==> config.mk <==
export PLATFORM = sky130hd
export DESIGN_NAME = rr_mux41
export DESIGN_NICKNAME = d
export VERILOG_FILES = /design/src/rtl/mux_pkg.sv /design/src/rtl/rr_arb4.sv /design/src/rtl/rr_mux41.sv
export SDC_FILE = /design/constraint.sdc
export NUM_CORES = 1
export LEC_CHECK = 0
export ABC_AREA = 1
export ABC_CLOCK_PERIOD_IN_PS = 2700
export BUFFER_PORTS_ARGS = -buffer_cell sky130_fd_sc_hd__buf_4
export CORE_ASPECT_RATIO = 0.5
export CORE_MARGIN = 3
export CORE_UTILIZATION = 50
export CTS_CLUSTER_DIAMETER = 200
export DETAILED_ROUTE_END_ITERATION = 12
export PLACE_DENSITY = 0.92
export REMOVE_ABC_BUFFERS = 1
export SLEW_MARGIN = 20
export SYNTH_ARGS = -nofsm -noshare
export SYNTH_HDL_FRONTEND = slang
export SYNTH_SLANG_ARGS = --single-unit
==> constraint.sdc <==
create_clock -name clk -period 2.7 [get_ports clk]
set_clock_uncertainty 0.1 [all_clocks]
set_input_delay 0.54 -clock clk [delete_from_list [all_inputs] [get_ports clk]]
set_output_delay 0.54 -clock clk [all_outputs]
set_load 0.02 [all_outputs]
==> src/rtl/mux_pkg.sv <==
// Shared constants and lock-state encoding for the rr_mux41 slice.
// Packet lock feature is enabled with RR_MUX_LOCK_EN.
package mux_pkg;

    localparam int LANES  = 4;
    localparam int SEL_W  = 2;
    localparam int DATA_W = 8;

    typedef enum logic {
        ST_IDLE   = 1'b0,
        ST_LOCKED = 1'b1
    } lock_st_e;

endpackage

==> src/rtl/rr_arb4.sv <==
// Combinational 4-way round-robin arbiter.
// Searches ptr, ptr+1, ptr+2, ptr+3 (mod 4) and grants the first requester.
module rr_arb4
    import mux_pkg::*;
(
    input  logic [LANES-1:0] req,
    input  logic [SEL_W-1:0] ptr,
    output logic [LANES-1:0] gnt,
    output logic [SEL_W-1:0] gnt_idx
);

    logic [SEL_W-1:0] idx;
    logic             found;

    always_comb begin
        gnt     = '0;
        gnt_idx = '0;
        found   = 1'b0;
        idx     = '0;
        for (int k = 0; k < LANES; k++) begin
            idx = ptr + SEL_W'(k);
            if (!found && req[idx]) begin
                found        = 1'b1;
                gnt[idx]     = 1'b1;
                gnt_idx      = idx;
            end
        end
    end

endmodule

==> src/rtl/rr_mux41.sv <==
// Four-lane round-robin merge into one registered, lane-tagged stream.
// Define RR_MUX_LOCK_EN to add in_last/out_last and packet locking.
module rr_mux41
    import mux_pkg::*;
#(
    parameter int W = DATA_W
) (
    input  logic               clk,
    input  logic               rst_n,
    input  logic [LANES*W-1:0] in_data,
    input  logic [LANES-1:0]   in_valid,
    output logic [LANES-1:0]   in_ready,
    output logic [W-1:0]       out_data,
    output logic [SEL_W-1:0]   out_sel,
    output logic               out_valid,
    input  logic               out_ready
`ifdef RR_MUX_LOCK_EN
    ,
    input  logic [LANES-1:0]   in_last,
    output logic               out_last
`endif
);

    logic [SEL_W-1:0] ptr_q, ptr_d;
    logic [SEL_W-1:0] sel_q, sel_d;
    logic [W-1:0]     data_q, data_d;
    logic             valid_q, valid_d;
    logic [LANES-1:0] req, gnt;
    logic [SEL_W-1:0] gnt_idx;
    logic             can_load;
    logic             push;

`ifdef RR_MUX_LOCK_EN
    lock_st_e         state_q, state_d;
    logic [SEL_W-1:0] lock_q, lock_d;
    logic             last_q, last_d;

    // While locked only the owning lane may compete.
    always_comb begin
        req = in_valid;
        if (state_q == ST_LOCKED) begin
            req = in_valid & (LANES'(1) << lock_q);
        end
    end
`else
    assign req = in_valid;
`endif

    rr_arb4 u_arb (
        .req     (req),
        .ptr     (ptr_q),
        .gnt     (gnt),
        .gnt_idx (gnt_idx)
    );

    assign can_load = rst_n & (~valid_q | out_ready);
    assign push     = can_load & (|gnt);
    assign in_ready = can_load ? gnt : '0;

    always_comb begin
        data_d  = data_q;
        sel_d   = sel_q;
        valid_d = valid_q;
        ptr_d   = ptr_q;
        if (push) begin
            data_d  = in_data[gnt_idx*W +: W];
            sel_d   = gnt_idx;
            valid_d = 1'b1;
`ifdef RR_MUX_LOCK_EN
            if (in_last[gnt_idx]) begin
                ptr_d = gnt_idx + 2'd1;
            end
`else
            ptr_d   = gnt_idx + 2'd1;
`endif
        end else if (out_ready) begin
            valid_d = 1'b0;
        end
    end

    always_ff @(posedge clk or negedge rst_n) begin
        if (!rst_n) begin
            data_q  <= '0;
            sel_q   <= '0;
            valid_q <= 1'b0;
            ptr_q   <= '0;
        end else begin
            data_q  <= data_d;
            sel_q   <= sel_d;
            valid_q <= valid_d;
            ptr_q   <= ptr_d;
        end
    end

`ifdef RR_MUX_LOCK_EN
    always_comb begin
        state_d = state_q;
        lock_d  = lock_q;
        last_d  = last_q;
        if (push) begin
            last_d = in_last[gnt_idx];
            unique case (state_q)
                ST_IDLE: begin
                    if (!in_last[gnt_idx]) begin
                        state_d = ST_LOCKED;
                        lock_d  = gnt_idx;
                    end
                end
                ST_LOCKED: begin
                    if (in_last[gnt_idx]) begin
                        state_d = ST_IDLE;
                    end
                end
                default: state_d = ST_IDLE;
            endcase
        end
    end

    always_ff @(posedge clk or negedge rst_n) begin
        if (!rst_n) begin
            state_q <= ST_IDLE;
            lock_q  <= '0;
            last_q  <= 1'b0;
        end else begin
            state_q <= state_d;
            lock_q  <= lock_d;
            last_q  <= last_d;
        end
    end

    assign out_last = last_q;
`endif

    assign out_data  = data_q;
    assign out_sel   = sel_q;
    assign out_valid = valid_q;

endmodule
==> impl_metrics.toml, run 1 <==
[sta]
layout_min_cycle_time_ns = 2.634
fmax_ghz = 0.3796
finalHoldViolations = 0
worstMarginPinSlew_ns = 0.3916
timing.final.ws_setup_ns = 0.06590
slew_viol_final = 0
final.period_utilization = 0.9756
final-setup-viol-count = 0
tns_ns = 0
slew-limit-headroom = 0.7389

[synthesis]
synth_common_cells = "nand2_1, nand3_1, inv_1"
synth_cells = 234
yosysUniqueCellTypes = 25
synth_seq_cells = 13
synthArstFlopShare = 1.000
synth_most_common_cell = "nand2_1"
ys.flop_type = "dfrtp_1"
ys_seq_area_frac = 0.2116
synth_edf_count = 0
synthTopCellsByArea = "dfrtp_1, nand2_1, nand3_1"
synth_top_area_cell = "dfrtp_1"
synth_area_um2 = 1538
synth_largest_type_area_fraction = 0.2116
yosys_warnings = 0
syn-mean-instance-area_um2 = 6.571

[global_routing]
gr-usage-met2 = 0.4342
grt_max_degree = 20
grt_pass1_wl_um = 6741
gr-usage-met3 = 0.04007
overflow = 0
antenna_found_initial = 0
busiest_layer = "met2"
grt_pass1_vias = 1642
met1_usage = 0.2406
grt_use_total = 0.2143

[finish]
syn2layout_area_growth_pct = 29.62
nFillCells = 210
drive_gt1_frac = 0.3368
fin_nets = 334
final_cells = 325
antenna_cells = 0

[worst_setup_path]
slowest_delay_ns = 0.38
r2r_cells = 13
cpMaxStageDelayCell = "dfrtp_1"
arrival_ns = 1.99
startpoint_type = "register"
cp.depth = 12
path_cells = "inv_2 > ha_4 > inv_1 > nand3_1 > nand2_2 > nand2_1 > nor2_1 > nand2_1 > nand3_1 > nand2_1 > inv_1 > buf_4"
worstSetupEndpointType = "output pin"
crit_family = "simple AND/OR/NAND/NOR gates"
crit_path_frequent_cell = "nand2_1"
crit_type = "reg2out"
worst-path-buf-inv = 4
path_max_fanout = 6
worstPathRequired_ns = 2.06

[clock_network]
cts_buffers = 3
clk_latency_ns = 0.24
clk_pin_slew_ns = 0.06
h-tree-depth = 1
cts_tree = "yes"
clockRootBuffer = "clkbuf_8"
postCtsSetupRepairBufs = 0
clock_path_buffers = 2
cts.sinks = 13

[placed_design]
port_buffers = 53
gp_congestion = 0.8298
pre_cts_ws_ns = 0.2324
dp_hpwl_um = 3121
post-place-cells = 321

[floorplan]
dieArea_um2 = 3817
ioPinCount = 54
core_area_um2 = 2765
die_h_um = 45.22
start_util = 0.5561
placementRows = 13
fp.dieW_um = 84.43

[routing]
via_per_inst = 5.228
ant_nets = 0
wirelength_um = 4086
first_pass_iters = 4
route.detailed.drc = 0
drt_iter0_drc = 102
routedWlPerCell_um = 12.57
vias = 1699

[power]
ir_drop_uv = 1006
p_per_area_nw_per_um2 = 1581
power.leakage_nw = 1.178

[status]
outcome = "finished clean"

[min_path]
hold_class = "in2async"

[job]
maxCapViolations = 0
==> cell usage in the layout, fill, tap and decap left out, types with 2 or more instances in the layout <==
cell	n
inv_2	4
nand3_2	2
a21boi_1	2
o21ai_0	3
a21boi_0	2
ha_1	5
inv_1	34
nand2_1	76
nand2_2	16
nand3_1	38
nand3b_1	9
nand2_4	7
clkbuf_8	3
a21oi_2	2
nand4_1	4
nor2_2	2
dfrtp_1	12
a21oi_1	3
buf_4	55
==> report_power, final <==
| group | switching, mW | internal (mW) |
|---|---|---|
| logic | 1.71 | 0.908 |
| registers | 0.0576 | 0.302 |
| clock network | 0.0681 | 0.104 |
| total | 1.84 | 1.31 |
==> final timing paths <==
check | start | endpoint | slack, ns
worst max-delay path | ptr_q[1] | in_ready[0] | 0.07
worst min-delay path | rst_n | ptr_q[1] | 0.03
worst max register to register | ptr_q[1] | ptr_q[0] | 0.37
worst min register to register | out_sel[0] | out_sel[0] | 0.38
max in group asynchronous | rst_n | ptr_q[0] | 2.30
min in group clk | out_sel[0] | out_sel[0] | 0.38
==> sequential cells by signal (all words and copies together), names as in the netlist <==
signal,cells
out_data,8
out_sel,2
ptr_q,2
out_valid,1
==> cell type report <==
cell class	instances	area (um^2)	share of cell area
Clock buffer	4	45.04	0.02260
Inverter	39	153.9	0.07721
Multi-Input combinational cell	177	1008	0.5060
Sequential cell	13	326.6	0.1638
Tap cell	37	46.29	0.02323
Timing Repair Buffer	55	412.9	0.2072
==> layer usage <==
| metal | vias up | routed length [um] |
|---|---|---|
| met4 | 0 | 38 |
| met3 | 8 | 197 |
| li1 | 847 | - |
| met5 | - | 0 |
| met2 | 60 | 2244 |
| met1 | 784 | 1604 |
==> stage by stage <==
stage               total power, mW    util  cell area (um^2)  hold WS (ns)
global route                  3.449  0.7208              1993       0.03354
detailed placement            2.880  0.6986              1932        0.2923
global placement              2.779  0.6986              1932        0.2900
finish                        3.150  0.7208              1993       0.02708
CTS                           3.078  0.7154              1978       0.03152
floorplan                     2.262       -              1473        0.1444
==> cells by family (layout without fill, tap and decap cells) <==
group	count (synthesis)	count (layout)	share of synthesized area
AOI/OAI and AO/OA	12	12	0.05044
xor gates and xnor gates	1	1	0.005697
buffers and inverters	44	98	0.1424
DFF	13	13	0.2116
and+or+nand+nor	158	158	0.5411
adders and majority gates	6	6	0.04882
==> what timing repair did <==
action	in CTS	in global routing
hold buffers	0	0
setup endpoints to repair	2	4
gates resized for setup	1	2
No activity file was read; power rests on OpenSTA's default activity.
==> inputs of run 2 (changes only) <==
--- a/config.mk
+++ b/config.mk
@@ -6,14 +6,15 @@
 export NUM_CORES = 1
 export LEC_CHECK = 0
 export ABC_AREA = 1
-export ABC_CLOCK_PERIOD_IN_PS = 2700
+export ABC_CLOCK_PERIOD_IN_PS = 2350
 export BUFFER_PORTS_ARGS = -buffer_cell sky130_fd_sc_hd__buf_4
+export CAP_MARGIN = 20
 export CORE_ASPECT_RATIO = 0.5
 export CORE_MARGIN = 3
-export CORE_UTILIZATION = 50
+export CORE_UTILIZATION = 40
 export CTS_CLUSTER_DIAMETER = 200
 export DETAILED_ROUTE_END_ITERATION = 12
-export PLACE_DENSITY = 0.92
+export PLACE_DENSITY = 0.81
 export REMOVE_ABC_BUFFERS = 1
 export SLEW_MARGIN = 20
 export SYNTH_ARGS = -nofsm -noshare
==> constraint.sdc (replaced) <==
create_clock -name clk -period 2.35 [get_ports clk]
set_clock_uncertainty 0.1 [all_clocks]
set_input_delay 0.47 -clock clk [delete_from_list [all_inputs] [get_ports clk]]
set_output_delay 0.47 -clock clk [all_outputs]
set_load 0.02 [all_outputs]
==> impl_metrics.toml, run 2 (synthesis results as in run 1) <==
[routing]
first_pass_iters = 4
vias = 1708
ant_nets = 0
drt_iter0_drc = 79
via_per_inst = 4.894
routedWlPerCell_um = 12.71
route.detailed.drc = 0
wirelength_um = 4435

[sta]
final.period_utilization = 1.031
rsz0062_at_grt = "true"
layout_min_cycle_time_ns = 2.423
fmax_ghz = 0.4127
worstMarginPinSlew_ns = 0.5676
finalHoldViolations = 0
final-setup-viol-count = 4
slew-limit-headroom = 0.6204
timing.final.ws_setup_ns = -0.07313
slew_viol_final = 0
timing.hold.ws_ns = 0.3628

[status]
outcome = "complete, but fails checks"
violations = "setup timing"

[finish]
syn2layout_area_growth_pct = 45.08
nFillCells = 305
fin_nets = 344
largest_reg_flops = 8
final_common_cell = "nand2_1"
antenna_cells = 0
layout_common_cells = "nand2_1, buf_4, nand3_1"
drive_gt1_frac = 0.4195

[worst_setup_path]
worstPathRequired_ns = 1.78
crit_type = "reg2out"
worstSetupEndpointType = "output pin"
worstReg2RegStart = "ptr_q[0]"
path_max_fanout = 5
worstSetupStartpoint = "ptr_q[0]"
startpoint_type = "register"
arrival_ns = 1.85

[clock_network]
h-tree-depth = 1
clk_latency_ns = 0.24
clock_path_buffers = 2
cts.sinks = 13
clk_pin_slew_ns = 0.05
cts_buffers = 3
clockRootBuffer = "clkbuf_8"
cts_tree = "yes"

[global_routing]
grt_pass1_vias = 1655
grt_max_degree = 20
grt_use_total = 0.1846
overflow = 0
antenna_found_initial = 0
grt_pass1_wl_um = 7065

[placed_design]
port_buffers = 53
gp_congestion = 0.7841
dp_hpwl_um = 2931
pre_cts_ws_ns = 0.03103

[min_path]
hold_start = "out_ready"
hold_class = "in2reg"

[floorplan]
dieArea_um2 = 4669
core_area_um2 = 3566
placementRows = 15
fp.dieW_um = 93.69
die_h_um = 49.84
start_util = 0.4312
ioPinCount = 54

[job]
maxCapViolations = 0
## run 2: changes by cell type in the layout (fill, tap and decap cells not counted), moves of 3 or more
cell     delta
nand2_1     -8
nand3_1     -6
nand3_2     +5
buf_6       +4
nand2_2     +4
inv_1       -3
nand2_4     +3
## run 2: area by class of cell
class | count | area, um^2 | area share
Tap cell | 51 | 63.81 | 0.02860
Clock buffer | 4 | 45.04 | 0.02019
Multi-Input combinational cell | 178 | 1121 | 0.5025
Timing Repair Buffer | 64 | 518.0 | 0.2322
Sequential cell | 13 | 326.6 | 0.1464
Inverter | 39 | 156.4 | 0.07011
## run 2: final timing paths
check | to | slack, ns | cells past startpoint
worst min-delay path | out_valid | 0.36 | 2
min in group asynchronous | out_valid | 0.65 | 2
worst min register to register | out_sel[0] | 0.38 | 2
worst max-delay path | in_ready[0] | -0.07 | 12
max in group asynchronous | ptr_q[0] | 1.09 | 2
worst max register to register | out_valid | 0.01 | 13
## run 2: per-layer routing
layer  vias up  wire length [um]  track usage
li1        860                 -            -
met4         0                84      0.07914
met2        50              2331       0.3267
met1       788              1804       0.2169
met5         -                 0            0
met3        10               215      0.03811
## run 2: worst max-delay path, cell delays in order, from the launching register on
cell     delay (ns)
dfrtp_2        0.45
inv_8          0.08
ha_4           0.22
inv_4          0.08
nand3_2        0.09
nand2_4        0.09
nand2_1        0.07
nor2_2         0.11
nand2_1        0.08
nand3_2        0.08
nand2_1        0.07
inv_2          0.07
buf_6          0.11
## run 2: stage by stage
stage	util	cell area, um^2	cells	TNS [ns]
after floorplan	-	1473	229	-0.06916
after global placement	0.5565	1984	338	0
after detailed placement	0.5565	1984	338	0
after CTS	0.6053	2158	345	-0.02086
after global routing	0.6256	2231	349	-0.9096
final	0.6256	2231	349	-0.1802
## run 2: repair_timing
item | in CTS | in global routing
setup buffers | 2 | 3
gates cloned | 0 | 1
hold endpoints to repair | 13 | 0
pin swaps | 14 | 10
hold buffers | 1 | 0
gates resized for setup | 26 | 10
setup endpoints to repair | 5 | 15
Power of run 2 is not shown: default switching activity piles up to over one toggle a cycle in this logic, so the estimate is an artifact.
